==> src/rtl/prop_plug_tx.sv <==
// prop_plug_tx: host-side Prop Plug emulator.
// Pulses the target's active-low reset and waits out the boot window. It then
// sends bytes from a valid/ready stream as 8N1 frames on the P31 serial line.
// Optional feature macro: PROPPLUG_RESET_EN enables the target reset/boot-wait
// sequencing. Without it the block is a plain 8N1 transmitter.
module prop_plug_tx #(
  parameter int unsigned BAUD_DIV         = 1389,
  parameter int unsigned RES_CYCLES       = 1600000,
  parameter int unsigned BOOT_WAIT_CYCLES = 16000000
) (
  input  logic       clock,
  input  logic       resn,
  input  logic       reset_req,
  input  logic [7:0] tx_data,
  input  logic       tx_valid,
  output logic       tx_ready,
  output logic       tx,
  output logic       target_resn,
  output logic       busy
);

  localparam int unsigned BAUD_W = (BAUD_DIV > 2) ? $clog2(BAUD_DIV) : 1;
  localparam logic [BAUD_W-1:0] BAUD_LAST = BAUD_W'(BAUD_DIV - 1);

`ifdef PROPPLUG_RESET_EN
  localparam int unsigned DLY_MAX = (RES_CYCLES > BOOT_WAIT_CYCLES) ? RES_CYCLES : BOOT_WAIT_CYCLES;
  localparam int unsigned DLY_W   = (DLY_MAX > 1) ? $clog2(DLY_MAX) : 1;
  localparam logic [DLY_W-1:0] RES_LAST  = DLY_W'(RES_CYCLES - 1);
  localparam logic [DLY_W-1:0] BOOT_LAST = DLY_W'(BOOT_WAIT_CYCLES - 1);

  typedef enum logic [2:0] {
    S_IDLE, S_RESET, S_BOOT_WAIT, S_START, S_DATA, S_STOP
  } state_t;
`else
  typedef enum logic [1:0] {
    S_IDLE, S_START, S_DATA, S_STOP
  } state_t;
`endif

  state_t            state_q, state_d;
  logic [BAUD_W-1:0] baud_q, baud_d;
  logic [7:0]        shift_q, shift_d;
  logic [2:0]        idx_q, idx_d;
  logic              tx_q, tx_d;

`ifdef PROPPLUG_RESET_EN
  logic [DLY_W-1:0]  dly_q, dly_d;
  logic              target_resn_q, target_resn_d;
`else
  logic              unused_reset_req;
  assign unused_reset_req = reset_req;
`endif

  // Handshake and status are decoded straight from the current state
`ifdef PROPPLUG_RESET_EN
  assign tx_ready    = (state_q == S_IDLE) && !reset_req;
  assign target_resn = target_resn_q;
`else
  assign tx_ready    = (state_q == S_IDLE);
  assign target_resn = 1'b1;
`endif
  assign busy = (state_q != S_IDLE);
  assign tx   = tx_q;

  // Next-state, counter and output computation
  always_comb begin
    state_d = state_q;
    baud_d  = baud_q;
    shift_d = shift_q;
    idx_d   = idx_q;
    tx_d    = 1'b1;
`ifdef PROPPLUG_RESET_EN
    dly_d         = dly_q;
    target_resn_d = 1'b1;
`endif
    case (state_q)
      S_IDLE: begin
        if (tx_valid && tx_ready) begin
          state_d = S_START;
          baud_d  = BAUD_LAST;
          shift_d = tx_data;
        end
      end
      S_START: begin
        tx_d = 1'b0;
        if (baud_q == '0) begin
          state_d = S_DATA;
          baud_d  = BAUD_LAST;
          idx_d   = '0;
        end else begin
          baud_d = baud_q - 1'b1;
        end
      end
      S_DATA: begin
        tx_d = shift_q[0];
        if (baud_q == '0) begin
          baud_d  = BAUD_LAST;
          shift_d = {1'b0, shift_q[7:1]};
          idx_d   = idx_q + 3'd1;
          if (idx_q == 3'd7) state_d = S_STOP;
        end else begin
          baud_d = baud_q - 1'b1;
        end
      end
      S_STOP: begin
        if (baud_q == '0) state_d = S_IDLE;
        else              baud_d  = baud_q - 1'b1;
      end
`ifdef PROPPLUG_RESET_EN
      S_RESET: begin
        if (dly_q == '0) begin
          state_d = S_BOOT_WAIT;
          dly_d   = BOOT_LAST;
        end else begin
          dly_d = dly_q - 1'b1;
        end
      end
      S_BOOT_WAIT: begin
        if (dly_q == '0) state_d = S_IDLE;
        else             dly_d   = dly_q - 1'b1;
      end
`endif
      default: state_d = S_IDLE;
    endcase
`ifdef PROPPLUG_RESET_EN
    // A request from any state (re)starts the full reset pulse. The outputs
    // are taken from the next state here, so an aborted frame releases the
    // line and the target reset asserts on the very edge that sees the request.
    if (reset_req) begin
      state_d = S_RESET;
      dly_d   = RES_LAST;
      tx_d    = 1'b1;
    end
    target_resn_d = (state_d != S_RESET);
`endif
  end

  // State, counters and registered line outputs
  always_ff @(posedge clock or negedge resn) begin
    if (!resn) begin
      state_q <= S_IDLE;
      baud_q  <= '0;
      shift_q <= '0;
      idx_q   <= '0;
      tx_q    <= 1'b1;
`ifdef PROPPLUG_RESET_EN
      dly_q         <= '0;
      target_resn_q <= 1'b1;
`endif
    end else begin
      state_q <= state_d;
      baud_q  <= baud_d;
      shift_q <= shift_d;
      idx_q   <= idx_d;
      tx_q    <= tx_d;
`ifdef PROPPLUG_RESET_EN
      dly_q         <= dly_d;
      target_resn_q <= target_resn_d;
`endif
    end
  end

endmodule

==> config.mk <==
export PLATFORM = sky130hd
export DESIGN_NAME = prop_plug_tx
export DESIGN_NICKNAME = d
export VERILOG_FILES = /design/src/rtl/prop_plug_tx.sv
export SDC_FILE = /design/constraint.sdc
export NUM_CORES = 1
export LEC_CHECK = 0
export CORE_ASPECT_RATIO = 0.8
export CORE_MARGIN = 8
export CORE_UTILIZATION = 45
export DETAILED_ROUTE_END_ITERATION = 16
export MAX_ROUTING_LAYER = met4
export PLACE_DENSITY = 0.68
export SLEW_MARGIN = 25
export SYNTH_ARGS = -nofsm -noshare
export SYNTH_HDL_FRONTEND = slang
export SYNTH_SLANG_ARGS = --single-unit
==> constraint.sdc <==
create_clock -name clock -period 2 [get_ports clock]
set_clock_uncertainty 0.2 [all_clocks]
set_input_delay 0.5 -clock clock [delete_from_list [all_inputs] [get_ports clock]]
set_output_delay 0.5 -clock clock [all_outputs]
set_load 0.05 [all_outputs]
==> Implementation_results.wiki <==
{| class="wikitable"
! Metric !! Value
|-
| Result of the run || complete, but fails checks
|-
| Violations in the final reports || negative setup slack
|-
| Width of the die || between 80 and 90 um
|-
| Final critical path time including I/O delays and setup || about 2.0 ns
|-
| Total detailed-routing wirelength || around 3400 um
|-
| Area post-placement || ~0.0019 mm^2
|-
| Area of all placed cells without fillers || roughly 0.002 mm^2
|-
| Max stage delay on crit path || ~0.4 ns
|-
| EDFF count, synth || 0
|-
| Final weighted congestion in routability-driven placement || 0.8564
|-
| Antenna Nets Post-Route || 0
|-
| Family of cells with the greatest summed delay on the critical path || flip-flops
|-
| Clock H-tree levels || 1
|-
| Number of inserted diodes || 0
|-
| Data required, critical path || roughly 2 ns
|-
| CTS tree || done
|-
| HPWL after detailed placement || about 2500 um
|-
| Worst path arrival time || about 2 ns
|-
| Cell types with the highest counts after synthesis || sky130_fd_sc_hd__dfrtp_1 (24), sky130_fd_sc_hd__o21ai_0 (11), sky130_fd_sc_hd__nor2_1 (9)
|-
| Clock latency on the worst-skew pair || 0.28 ns
|-
| Static Leak || between 0.8 and 0.9 nW
|-
| Hold_buf cts || 0
|-
| Syn_nets || about 160
|-
| Sum of overflow across all layers after global routing || 0
|-
| Wire length of the first global-routing pass || around 5500 um
|-
| Post-synthesis register bit count || 25
|-
| Count of fill cells added during filler insertion || between 200 and 250
|-
| Type of element launching the critical path || register
|-
| Final hold viol count || 0
|-
| Power Dens Cells || 1920 mW/mm^2
|-
| Sequential area share after synthesis || 0.4175
|-
| Crit path max fanout || 8
|-
| Critical path capture point type || register
|-
| Most instantiated library cell after synthesis || sky130_fd_sc_hd__dfrtp_1
|-
| Initial standard-cell utilization of the core || 0.4796
|-
| Number of cells on the worst hold path || 1
|-
| Maximum count of clock buffers along a single path || 2
|-
| Number of global-route vias before repair || around 1200
|-
| Area growth from synthesis to final layout || 31.75%
|-
| Leading area contributor after synthesis || sky130_fd_sc_hd__dfrtp_1
|-
| Die area || 0.005452 mm^2
|-
| Summed instance area of the synthesized netlist || 0.001501 mm^2
|-
| Combined flip-flop and latch cell area || approximately 630 um^2
|-
| Setup repair after global routing missed its margin || true
|-
| Synthesis warning total || 0
|-
| Root buffer cell || sky130_fd_sc_hd__clkbuf_8
|-
| Largest cells by area after synthesis || sky130_fd_sc_hd__dfrtp_1 (40%), sky130_fd_sc_hd__mux2_4 (8.0%), sky130_fd_sc_hd__ha_1 (6.7%)
|-
| Number of port buffers || 13
|-
| Number of nets at the end of the flow || 196
|-
| Post-route fraction of the period consumed by the critical path || 1.022
|-
| Type of the worst setup path || register to register
|-
| Min-delay worst type || register to register
|-
| Post-detailed-route DRC marker count || 0
|-
| Average instance area after synthesis || approximately 11 um^2
|-
| Cell count after placement || roughly 210
|-
| Detailed-routing iteration count for the pre-antenna-repair pass || 4
|-
| Final non-filler cell total || between 200 and 250
|-
| Share of layout cells above drive strength 1 || 0.3771
|-
| Largest net degree at the start of global routing || 26
|-
| Total I/O pin count || 16
|-
| Die extent in y || about 68 um
|-
| Post-synthesis instance total || around 140
|-
| CP Cell Sequence || nor4_4, buf_4, nand3_4, a211o_1, buf_12, mux2_4
|-
| Avg Vias per Cell || about 5.5
|-
| Number of pins with negative max-slew slack in the final report || 0
|-
| Bufs and invs on worst path || 2
|-
| Total number of clock tree sinks || 25
|-
| Max Freq || a little under 500 MHz
|-
| Cell with the largest stage delay on the worst path || sky130_fd_sc_hd__dfrtp_1
|-
| Total stage count of the critical path || 6
|-
| Core Region || between 0.003 and 0.004 mm^2
|-
| Post-synthesis async set-or-reset flop share || 1.000
|-
| Number of antenna violations at the first check in global routing || 0
|-
| Design Power || 3.797 mW
|-
| Wire length per cell || 15.78 um
|-
| Most common flop cell mapped by yosys || sky130_fd_sc_hd__dfrtp_1
|-
| Reg2Reg Setup Slack || -0.04 ns
|-
| Share of the synthesized area in the top cell type || 0.4000
|-
| Number of buffers added by the clock tree synthesis step || 3
|-
| Initial DRC Count || between 70 and 80
|-
| Count of max-cap constraint violations || 0
|-
| Cell count of the worst reg-to-reg path || 6
|-
| Worst IR Drop VDD || between 1000 and 1500 uV
|-
| Worst-path clk slew || about 0.08 ns
|-
| Final setup vio count || 9
|-
| Setup ws final || -0.04314 ns
|-
| Area occupied by multi-input gates || between 800 and 900 um^2
|-
| Via total after detailed routing || about 1200
|-
| Site row count || 18
|-
| Post-synthesis cell type count || 40
|-
| Total global routing track utilization || 0.1344
|}
==> metrics by stage <==
stage | TNS [ns] | util | hold slack [ns] | setup WS (ns)
finish | -0.2392 | 0.6319 | 0.3079 | -0.04314
global route | -1.007 | 0.6319 | 0.3383 | -0.1178
CTS | -0.2771 | 0.6191 | 0.3099 | -0.06549
detailed placement | -1.052 | 0.5999 | 0.2864 | -0.1332
global placement | -0.4513 | 0.5999 | 0.2820 | -0.08449
floorplan | 0 | - | 0.004409 | 0.003031
==> power by group <==
| part | internal [mW] | total [mW] | switching [mW] |
|---|---|---|---|
| clock | 0.142 | 0.313 | 0.172 |
| sequential | 0.757 | 0.947 | 0.190 |
| combinational | 1.36 | 2.54 | 1.18 |
| total | 2.26 | 3.80 | 1.54 |
==> area by class of cell <==
cell class,instances,share of cell area
Sequential cell,25,0.3169
Tap cell,40,0.02530
Clock inverter,1,0.003795
Clock buffer,3,0.02087
Timing Repair Buffer,39,0.1879
Inverter,8,0.01518
Multi-Input combinational cell,99,0.4301
==> layer usage <==
| layer | track usage | routed length, um | up-vias | part of all wire |
|---|---|---|---|---|
| met5 | - | 0 | - | 0 |
| met4 | 0.03620 | 31 | 0 | 0.0091 |
| met3 | 0.03846 | 155 | 4 | 0.046 |
| met2 | 0.2218 | 1636 | 23 | 0.48 |
| met1 | 0.1566 | 1568 | 584 | 0.46 |
| li1 | - | - | 574 | - |
==> worst paths after layout <==
kind | from | to
max in group asynchronous | resn | tx
min in group asynchronous | resn | shift_q[3]
hold reg to reg | idx_q[2] | idx_q[2]
setup / recovery | baud_q[5] | shift_q[2]
setup reg to reg | baud_q[5] | shift_q[2]
hold / removal | idx_q[2] | idx_q[2]
==> what timing repair did <==
action | 4_1_cts | 5_1_grt
endpoints found under the hold margin | 0 | 0
pin swaps | 0 | 6
setup endpoints to repair | 11 | 23
buffers inserted | 0 | 2
resized for setup | 4 | 7
==> cell usage in the layout (no fill, tap or decap), drive strengths merged, types with 2 or more instances in the layout <==
cell           instances
buf                   29
nand2                  7
clkbuf                 3
o21ai                 11
nor4                   2
dfrtp                 24
a31oi                  2
a21oi                  4
a31o                   2
a21o                   2
nor2                   9
inv                    8
a32o                   2
o21a                   7
a41oi                  2
nor2b                  2
nor3                   3
ha                     8
clkdlybuf4s50         10
nand3                  6
mux2                  16
==> flip-flops by register name, indices dropped and copies added, names as in the netlist <==
signal and count:
baud_q 11, idx_q 3, tx 1, shift_q 8
state_q 2
==> cell families (layout without fill, tap and decap cells) <==
logic type,after synthesis,count (layout),share of synthesized area
AND/OR/NAND/NOR,35,35,0.1442
buffers and inverters,15,51,0.04833
other,1,1,0.002498
multiplexers,16,16,0.1400
flip-flops,25,25,0.4175
adder cells (fa/ha/maj),8,8,0.06667
AO/OA/AOI/OAI,38,38,0.1750
XOR/XNOR,1,1,0.005834
No activity file was read; power rests on OpenSTA's default activity.
